$ cat src/rtl/ddr4_mrs_shadow_tracker.sv
// Snoops DRAM-side MRS commands on an RDIMM, undoes mirroring and B-side inversion,
// and keeps per-rank MR0-MR6 shadows plus tMRD/tMOD spacing checks.
module ddr4_mrs_shadow_tracker #(
  parameter string CA_MIRROR   = "OFF",
  parameter int    CS_NUM      = 2,
  parameter int    RDIMM_SLOTS = 1,
  parameter int    MC_ABITS    = 18,
  parameter int    TMRD        = 8,
  parameter int    TMOD        = 24
) (
  input  logic                ddr_ck,
  input  logic                ddr_reset_n,
  input  logic                ddr_act_n,
  input  logic [MC_ABITS-1:0] ddr_a,
  input  logic [CS_NUM-1:0]   ddr_cs_n,
  input  logic [1:0]          ddr_bg,
  input  logic [1:0]          ddr_ba,
  input  logic                init_done,
  input  logic                err_clr,
  input  logic [1:0]          shd_rd_rank,
  input  logic [2:0]          shd_rd_mr,
  output logic [17:0]         shd_rd_data,
  output logic [CS_NUM-1:0]   db_dly_dir,
  output logic                wl_active,
  output logic [CS_NUM-1:0]   mpr_mode,
  output logic                mrs_pulse,
  output logic [CS_NUM-1:0]   mrs_rank_mask,
  output logic [2:0]          mrs_num,
  output logic [17:0]         mrs_data,
  output logic                tmod_busy,
  output logic                tmrd_err,
  output logic                tmod_err
);

  // Address bits the RCD inverts on its B-side outputs: A3-A9, A11, A13, A17.
  localparam logic [17:0] INV_MASK = 18'h22BF8;
  localparam int MRD_W = $clog2(TMRD + 1);
  localparam int MOD_W = $clog2(TMOD + 1);

  logic [CS_NUM-1:0] sel;
  logic              is_mrs;
  logic              other_cmd;
  logic [20:0]       dec [CS_NUM];
  logic [17:0]       rank_rd [CS_NUM];
  logic [17:0]       first_data;
  logic [2:0]        first_num;
  logic [MRD_W-1:0]  mrd_cnt_reg;
  logic              mrs_seen_reg;
  logic [MOD_W-1:0]  mod_cnt_reg;
  logic              tmrd_set;
  logic              tmod_set;

  // Returns {mr_num[2:0], data[17:0]} as the DRAM itself would interpret the command.
  function automatic logic [20:0] mrs_decode(input logic [17:0] a, input logic [1:0] ba,
                                             input logic [1:0] bg, input logic mirror);
    logic [17:0] aa;
    logic [1:0]  bb;
    logic [1:0]  gg;
    aa = a;
    bb = ba;
    gg = bg;
    if (mirror) begin
      aa[3]  = a[4];  aa[4]  = a[3];
      aa[5]  = a[6];  aa[6]  = a[5];
      aa[7]  = a[8];  aa[8]  = a[7];
      aa[11] = a[13]; aa[13] = a[11];
      bb     = {ba[0], ba[1]};
      gg     = {bg[0], bg[1]};
    end
    if (gg[1]) begin
      aa    = aa ^ INV_MASK;
      bb    = ~bb;
      gg[0] = ~gg[0];
    end
    return {gg[0], bb[1], bb[0], aa};
  endfunction

  assign sel       = ~ddr_cs_n;
  assign is_mrs    = init_done && ddr_act_n && (ddr_a[16:14] == 3'b000) && (|sel);
  assign other_cmd = init_done && (|sel) && !is_mrs;
  assign tmrd_set  = is_mrs && mrs_seen_reg && (mrd_cnt_reg < MRD_W'(TMRD));
  assign tmod_set  = other_cmd && tmod_busy;
  assign tmod_busy = (mod_cnt_reg != '0);
  assign wl_active = |db_dly_dir;

  for (genvar gi = 0; gi < CS_NUM; gi++) begin : g_rank
    // Mirroring keys on the global rank index regardless of how ranks split over slots.
    localparam logic MIRROR = (CA_MIRROR == "ON") && (gi % 2 == 1) && (RDIMM_SLOTS > 0);

    logic [17:0] shd_reg [7];
    logic        dly_reg;
    logic        mpr_reg;
    logic [2:0]  num;
    logic [17:0] data;

    assign dec[gi] = mrs_decode(ddr_a[17:0], ddr_ba, ddr_bg, MIRROR);
    assign num     = dec[gi][20:18];
    assign data    = dec[gi][17:0];

    always_ff @(posedge ddr_ck or negedge ddr_reset_n) begin
      if (!ddr_reset_n) begin
        for (int n = 0; n < 7; n++) shd_reg[n] <= '0;
        dly_reg <= 1'b0;
        mpr_reg <= 1'b0;
      end else if (is_mrs && sel[gi] && (num != 3'd7)) begin
        shd_reg[num] <= data;
        if (num == 3'd1) dly_reg <= data[7];
        if (num == 3'd3) mpr_reg <= data[2];
      end
    end

    assign rank_rd[gi]    = (shd_rd_mr == 3'd7) ? '0 : shd_reg[shd_rd_mr];
    assign db_dly_dir[gi] = dly_reg;
    assign mpr_mode[gi]   = mpr_reg;
  end

  always_comb begin
    shd_rd_data = '0;
    for (int r = 0; r < CS_NUM; r++) begin
      if (shd_rd_rank == 2'(r)) shd_rd_data = rank_rd[r];
    end
  end

  // Descending scan so the lowest selected rank wins.
  always_comb begin
    first_data = '0;
    first_num  = '0;
    for (int r = CS_NUM - 1; r >= 0; r--) begin
      if (sel[r]) begin
        first_data = dec[r][17:0];
        first_num  = dec[r][20:18];
      end
    end
  end

  always_ff @(posedge ddr_ck or negedge ddr_reset_n) begin
    if (!ddr_reset_n) begin
      mrs_pulse     <= 1'b0;
      mrs_rank_mask <= '0;
      mrs_num       <= '0;
      mrs_data      <= '0;
      mrd_cnt_reg   <= '0;
      mrs_seen_reg  <= 1'b0;
      mod_cnt_reg   <= '0;
      tmrd_err      <= 1'b0;
      tmod_err      <= 1'b0;
    end else begin
      mrs_pulse <= is_mrs;
      if (is_mrs) begin
        mrs_rank_mask <= sel;
        mrs_num       <= first_num;
        mrs_data      <= first_data;
        mrd_cnt_reg   <= MRD_W'(1);
        mrs_seen_reg  <= 1'b1;
        mod_cnt_reg   <= MOD_W'(TMOD);
      end else begin
        if (mrd_cnt_reg < MRD_W'(TMRD)) mrd_cnt_reg <= mrd_cnt_reg + MRD_W'(1);
        if (mod_cnt_reg != '0) mod_cnt_reg <= mod_cnt_reg - MOD_W'(1);
      end
      tmrd_err <= tmrd_set || (tmrd_err && !err_clr);
      tmod_err <= tmod_set || (tmod_err && !err_clr);
    end
  end

endmodule

$ cat config.mk
export PLATFORM = sky130hd
export DESIGN_NAME = ddr4_mrs_shadow_tracker
export DESIGN_NICKNAME = d
export VERILOG_FILES = /design/src/rtl/ddr4_mrs_shadow_tracker.sv
export SDC_FILE = /design/constraint.sdc
export NUM_CORES = 1
export LEC_CHECK = 0
export BUFFER_PORTS_ARGS = -buffer_cell sky130_fd_sc_hd__buf_2
export CAP_MARGIN = 20
export CORE_AREA = 5 5 192 138
export CTS_BUF_LIST = sky130_fd_sc_hd__clkbuf_8
export DETAILED_ROUTE_END_ITERATION = 8
export DIE_AREA = 0 0 197 143
export GPL_TIMING_DRIVEN = 0
export PLACE_DENSITY = 0.81
export SETUP_SLACK_MARGIN = 0.3
export SYNTH_ARGS = -nofsm -noshare
export SYNTH_HDL_FRONTEND = slang
export SYNTH_SLANG_ARGS = --single-unit
export TNS_END_PERCENT = 30
$ cat constraint.sdc
create_clock -name ddr_ck -period 2.3 [get_ports ddr_ck]
set_clock_uncertainty 0.05 [all_clocks]
set_input_delay 0.115 -clock ddr_ck [delete_from_list [all_inputs] [get_ports ddr_ck]]
set_output_delay 0.115 -clock ddr_ck [all_outputs]
set_load 0.005 [all_outputs]
After elaboration in Yosys (flattened, before gate mapping)
Cells that the tools add are included.
{"block": "word_totals", "input_bits": 34, "output_inout_bits": 50, "ff_bits": 292, "wordCells": 99}
{"block": "classes", "reduce_logical": 30, "n_bitwise": 6, "mux": 25, "n_eq_ne": 5, "n_lt_le_gt_ge": 4, "n_addsub": 2}
{"op": "$bwmux W126", "count": 2}
{"op": "$mux W18", "count": 12}
{"op": "$bmux W18 S3", "count": 2}
{"op": "$demux W18 S3", "count": 1}
{"op": "$logic_and A1 B1 Y1", "count": 15}
{"op": "$mux W5", "count": 2}
{"op": "$not A10 Y10", "count": 1}
{"op": "$ge A4 B4 Y1 const B", "count": 2}
{"op": "$mux W4", "count": 2}
{"op": "$not A3 Y4", "count": 2}
{"op": "$reduce_and A2 Y1", "count": 4}
{"op": "$mux W3", "count": 2}
{"op": "$reduce_bool A5 Y1", "count": 1}
{"op": "$sub A5 B1 Y5 const B", "count": 1}
{"op": "$add A4 B1 Y4 const B", "count": 1}
{"op": "$lt A4 B1 Y1 const B", "count": 1}
{"op": "$lt A4 B4 Y1 const B", "count": 1}
{"op": "$not A2 Y2", "count": 2}
{"op": "$reduce_bool A2 Y1", "count": 2}
{"op": "$reduce_or A2 Y1", "count": 2}
{"op": "$eq A3 B1 Y1 const B", "count": 1}
{"op": "$eq A3 B2 Y1 const B", "count": 1}
{"op": "$eq A3 B3 Y1 const B", "count": 1}
{"op": "$logic_not A3 Y1", "count": 1}
{"op": "8 further kinds", "count": 10}

Longest topological paths before layout
{"block": "depth", "ltp_word": 8, "mapped_depth": 8}

Worst setup path after synthesis
No wires, ideal clock.
{"block": "synth_timing", "path_type": "input to register", "startpoint": "input port ddr_bg[1]", "endpoint": "register g_rank[1].shd_reg[100] in the netlist's numbering", "path_buffers": 1, "required_time_ps": 2125, "path_slack_ps": 284, "path_stages": 4, "arrival_time_ps": 1842, "cell_sequence": "or4b_2 > a2111oi_4 > buf_2 > mux2_2"}
{"block": "synth_between", "elab_chain_len": 7, "elab_cells_between_ends": 11, "classes_between": "order compare (2); eq/ne (1); mux (5); bitwise (1); reduce/logical (2)"}
{"element": "from (decl)", "line_no": "16", "text": "input logic [1:0] ddr_bg,"}
{"element": "$mux W2 or $mux W1 (tied branches)", "line_no": "70", "text": "if (gg[1]) begin"}
{"element": "$not A3 Y4 (implied by the code)", "line_no": "106", "text": "shd_reg[num] <= data;"}
{"element": "$ge A4 B4 Y1 (implied by the code) or $lt A4 B1 Y1 (tied branches)", "line_no": "106"}
{"element": "$logic_and A1 B1 Y1 (implied by the code)", "line_no": "106"}
{"element": "$mux W18 (implied by the code)", "line_no": "106"}
{"element": "$demux W18 S3", "line_no": "106"}
{"element": "$bwmux W126", "line_no": "106"}
{"element": "to (signal, indexed assignment)", "line_no": "106"}
{"element": "to (decl)", "line_no": "90", "text": "logic [17:0] shd_reg [7];"}
Several ways; a longest one is shown, not always the timed one.
A chain may end at the register's enable or synchronous reset.

Worst setup path after layout
{"block": "layout_timing", "startpoint": "input port shd_rd_mr[1]", "endpoint": "output port shd_rd_data[15]"}
{"block": "layout_between", "elab_chain_len": 7, "elab_cells_between_ends": 12, "classes_between": "eq/ne (1); mux (10); bitwise (1)"}
{"element": "from (decl)", "line_no": "21", "text": "input logic [2:0] shd_rd_mr,"}
{"element": "$not A3 Y4 (implied by the code)", "line_no": "112", "text": "assign rank_rd[gi] = (shd_rd_mr == 3'd7) ? '0 : shd_reg[shd_rd_mr];"}
{"element": "$bmux W18 S3", "line_no": "112"}
{"element": "$mux W18 (implied by the code) (2 in series)", "line_no": "112"}
{"element": "$mux W18", "line_no": "112"}
{"element": "$mux W18", "line_no": "120", "text": "if (shd_rd_rank == 2'(r)) shd_rd_data = rank_rd[r];"}
{"element": "$mux W18 (*)", "line_no": "120"}
{"element": "to (decl)", "line_no": "22", "text": "output logic [17:0] shd_rd_data,"}
Mark *: on every way between the ends. The rest lies on a longest branch, timed or not. The select of a mux whose other input is x is not followed.

==> impl_metrics.tcl <==
set metrics [dict create \
    slew_headroom_pct 24.2 \
    die_h_um 143 \
    reg2regPathDepth 7 \
    drive_gt1_share_pct 29.0 \
    placed_area_um2 14100 \
    overflow 0 \
    period_needed_ns 2.19 \
    die_x_um 197 \
    p_switching_mw 3.35 \
    vias_per_cell 6.16 \
    finalSetupViolations 0 \
    arrival_ns 2.03 \
    worst_path_max_delay_cell "o221ai_1" \
    cts.reportedPaths.clkPinSlew_ns 0.06 \
    firstDrtPassIters 6 \
    grt_pass1_vias 10400 \
    crit_chain "buf_2 > nand2b_1 > clkbuf_2 > clkbuf_2 > o221ai_1 > a22oi_1 > o211ai_1 > buf_2" \
    port_buffers 80 \
    wirelength_um 39400 \
    drc_errors 0 \
    layout_common_cells "dfrtp_1 (292), nor2_1 (156), a21oi_1 (143)" \
    core_area_um2 24400 \
    max_slew.worst_pin.slew_ns 1.13 \
    p_sw_share_pct 28.6 \
    hpwl_um 26300 \
    root_buffer "clkbuf_8" \
    crit_path_end "shd_rd_data[15]" \
    ys_types 47 \
    antenna_found_initial 0 \
    synthArstFlopShare_pct 100 \
    outcome "finished, final reports clean" \
    stdcell_area_um2 15700 \
    start_util_pct 54.3 \
    ff2ff_setup_slack_ns 0.70 \
    power_density_nw_per_um2 746 \
    fmax_mhz 456 \
    intPower_mw 8.34 \
    max_stage_delay_ns 0.39 \
    syn_avg_cell_area_um2 11.4 \
    grt_first_pass_wirelength_um 60400 \
    synth_fp_nets 1197 \
    cp.depth 8 \
    fillers 1847 \
    synthesis.area_um2 13200 \
    globalRoute.busiestLayer "met2" \
    num_rows 48 \
    num_vias 10400 \
    maxCapViolCount 0 \
    rsz0062_at_grt "yes" \
    crit_path_start_kind "input port" \
    synth.yosys.seq_area_share_pct 55.2 \
    leakage_nw 7.35 \
    hold_path.class "in2async" \
    cp.required_ns 2.13 \
    cts_tree "done" \
    nets 1363 \
    synth_ff_type "dfrtp_1" \
    largest_reg_flops 252 \
    netlist_instances 1161 \
    hold_ws_ns 0.0269 \
    ys_ff_latch 292 \
    synth_edf_count 0 \
    fin_setup_tns_ns 0 \
    startpoint "shd_rd_mr[1]" \
    met3_usage_pct 9.01 \
    dp_worst_setup_slack_ns -0.748 \
    irDropWorstVdd_v 0.000582 \
    finalWorstSetupSlack_ns 0.107 \
    power_frac_seq_pct 50.4 \
    clk_latency_ns 0.58 \
    cts_htree_levels 2 \
    worstPathMaxFanout 10 \
    combinationalPowerShare_pct 15.3 \
    grt_usage_pct 28.0 \
    grt_max_degree 128 \
    endpoint_kind "output pin" \
    io_pins 84 \
    cts_inserted_buffers 42 \
    first_iter_violations 1274 \
    wl_per_cell_um 23.4 \
    cp_top_family "buffers and inverters" \
    worstSetupPathType "in2out" \
    die_area_um2 28200 \
    power_frac_clock_pct 34.3 \
    cts.sinks 292 \
    clk_path_buf_depth 3 \
    seq_area_um2 7310 \
    finalCritPeriodShare_pct 95.4 \
    ant_nets 0 \
    globalplace.congestion 0.930 \
    multi_input_comb_area_um2 5590 \
    worst-path-buf-inv 4 \
    area_delta_synth_final_pct 18.4 \
    use_met2_pct 41.1 \
    r2r_start "mod_cnt_reg[0]" \
    report.final.slew_viol_count 0 \
    ys_warn_count 0 \
    final_hold_viol_count 0 \
    r2r-end "mod_cnt_reg[2]" \
    mostFrequentLayoutCell "dfrtp_1" \
    grtUsageMet1_pct 40.2 \
]
## cell usage after synthesis, types with 28 or more instances
| master | count | area (um2) |
|---|---|---|
| o21ai_0 | 28 | 140 |
| nand3_1 | 36 | 180 |
| dfrtp_1 | 292 | 7310 |
| mux2i_1 | 37 | 370 |
| nor2_1 | 156 | 586 |
| a21oi_1 | 143 | 716 |
| nor2b_1 | 37 | 231 |
| mux4_2 | 36 | 811 |
| nand2_1 | 49 | 184 |
| clkbuf_1 | 50 | 188 |
| mux2_2 | 53 | 597 |
| o221ai_1 | 36 | 315 |
| buf_2 | 29 | 145 |
| inv_1 | 48 | 180 |
## final cells by class
class                   instances  area share (%)
flip-flops and latches        292            46.6
plain buffers                 101            3.55
diodes                          1          0.0160
repair buffers                122            5.29
multi-input cells             719            35.7
well taps                     325            2.60
clock buffers                  51            4.48
inverters                      49            1.18
clock inverters                22           0.607
## cell families after synthesis
logic type      share of synthesized area (%)
compound gates                           14.1
xor+xnor                                0.993
buf+inv                                  4.90
mux                                      13.9
flops                                    55.2
simple gates                             10.7
fa+ha+maj                               0.189
## what timing repair did
action | 4_1_cts | 5_1_grt
endpoints found under the hold margin | 156 | 0
pin swaps | 26 | 33
hold buffers | 12 | 0
gates cloned | 0 | 0
resized for setup | 85 | 39
endpoints found under the setup margin | 59 | 134
setup buffers | 5 | 20
## metrics by stage
| step | cells | util (%) | total power, mW |
|---|---|---|---|
| 6_report | 1682 | 64.3 | 11.7 |
| 5_1_grt | 1681 | 64.3 | 12.2 |
| 4_1_cts | 1660 | 62.8 | 11.6 |
| 3_5_place_dp | 1570 | 57.9 | 7.57 |
| 3_3_place_gp | 1566 | 57.6 | 7.47 |
| 2_1_floorplan | 1161 | - | 6.89 |
## per-layer routing
layer  vias up  routed length [um]
met5         -                   0
met4         0                 992
met3        96                4530
met2       590               17500
met1      5257               16400
li1       4426                   -
## power groups by stage
stage | combinational [mW] | clock [mW] | sequential (mW)
detailed placement | 1.61 | 0 | 5.96
finish | 1.79 | 4.01 | 5.90
floorplan | 0.987 | 0 | 5.90
global route | 1.96 | 4.28 | 5.94
global placement | 1.53 | 0 | 5.94
CTS | 1.70 | 4.03 | 5.87
## how the worst min path moves through the flow
| stage | cells after the start | endpoint | start |
|---|---|---|---|
| after CTS | 3 | g_rank[0].shd_reg[85] | ddr_a[13] |
| final | 2 | mrs_data[10] | ddr_reset_n |
| after detailed placement | 1 | mrs_data[10] | ddr_reset_n |
| after global routing | 3 | g_rank[0].shd_reg[80] | ddr_a[8] |
| after global placement | 2 | tmrd_err | err_clr |
| after floorplan | 0 | g_rank[0].dly_reg | ddr_reset_n |
No activity file was read; power rests on OpenSTA's default activity.
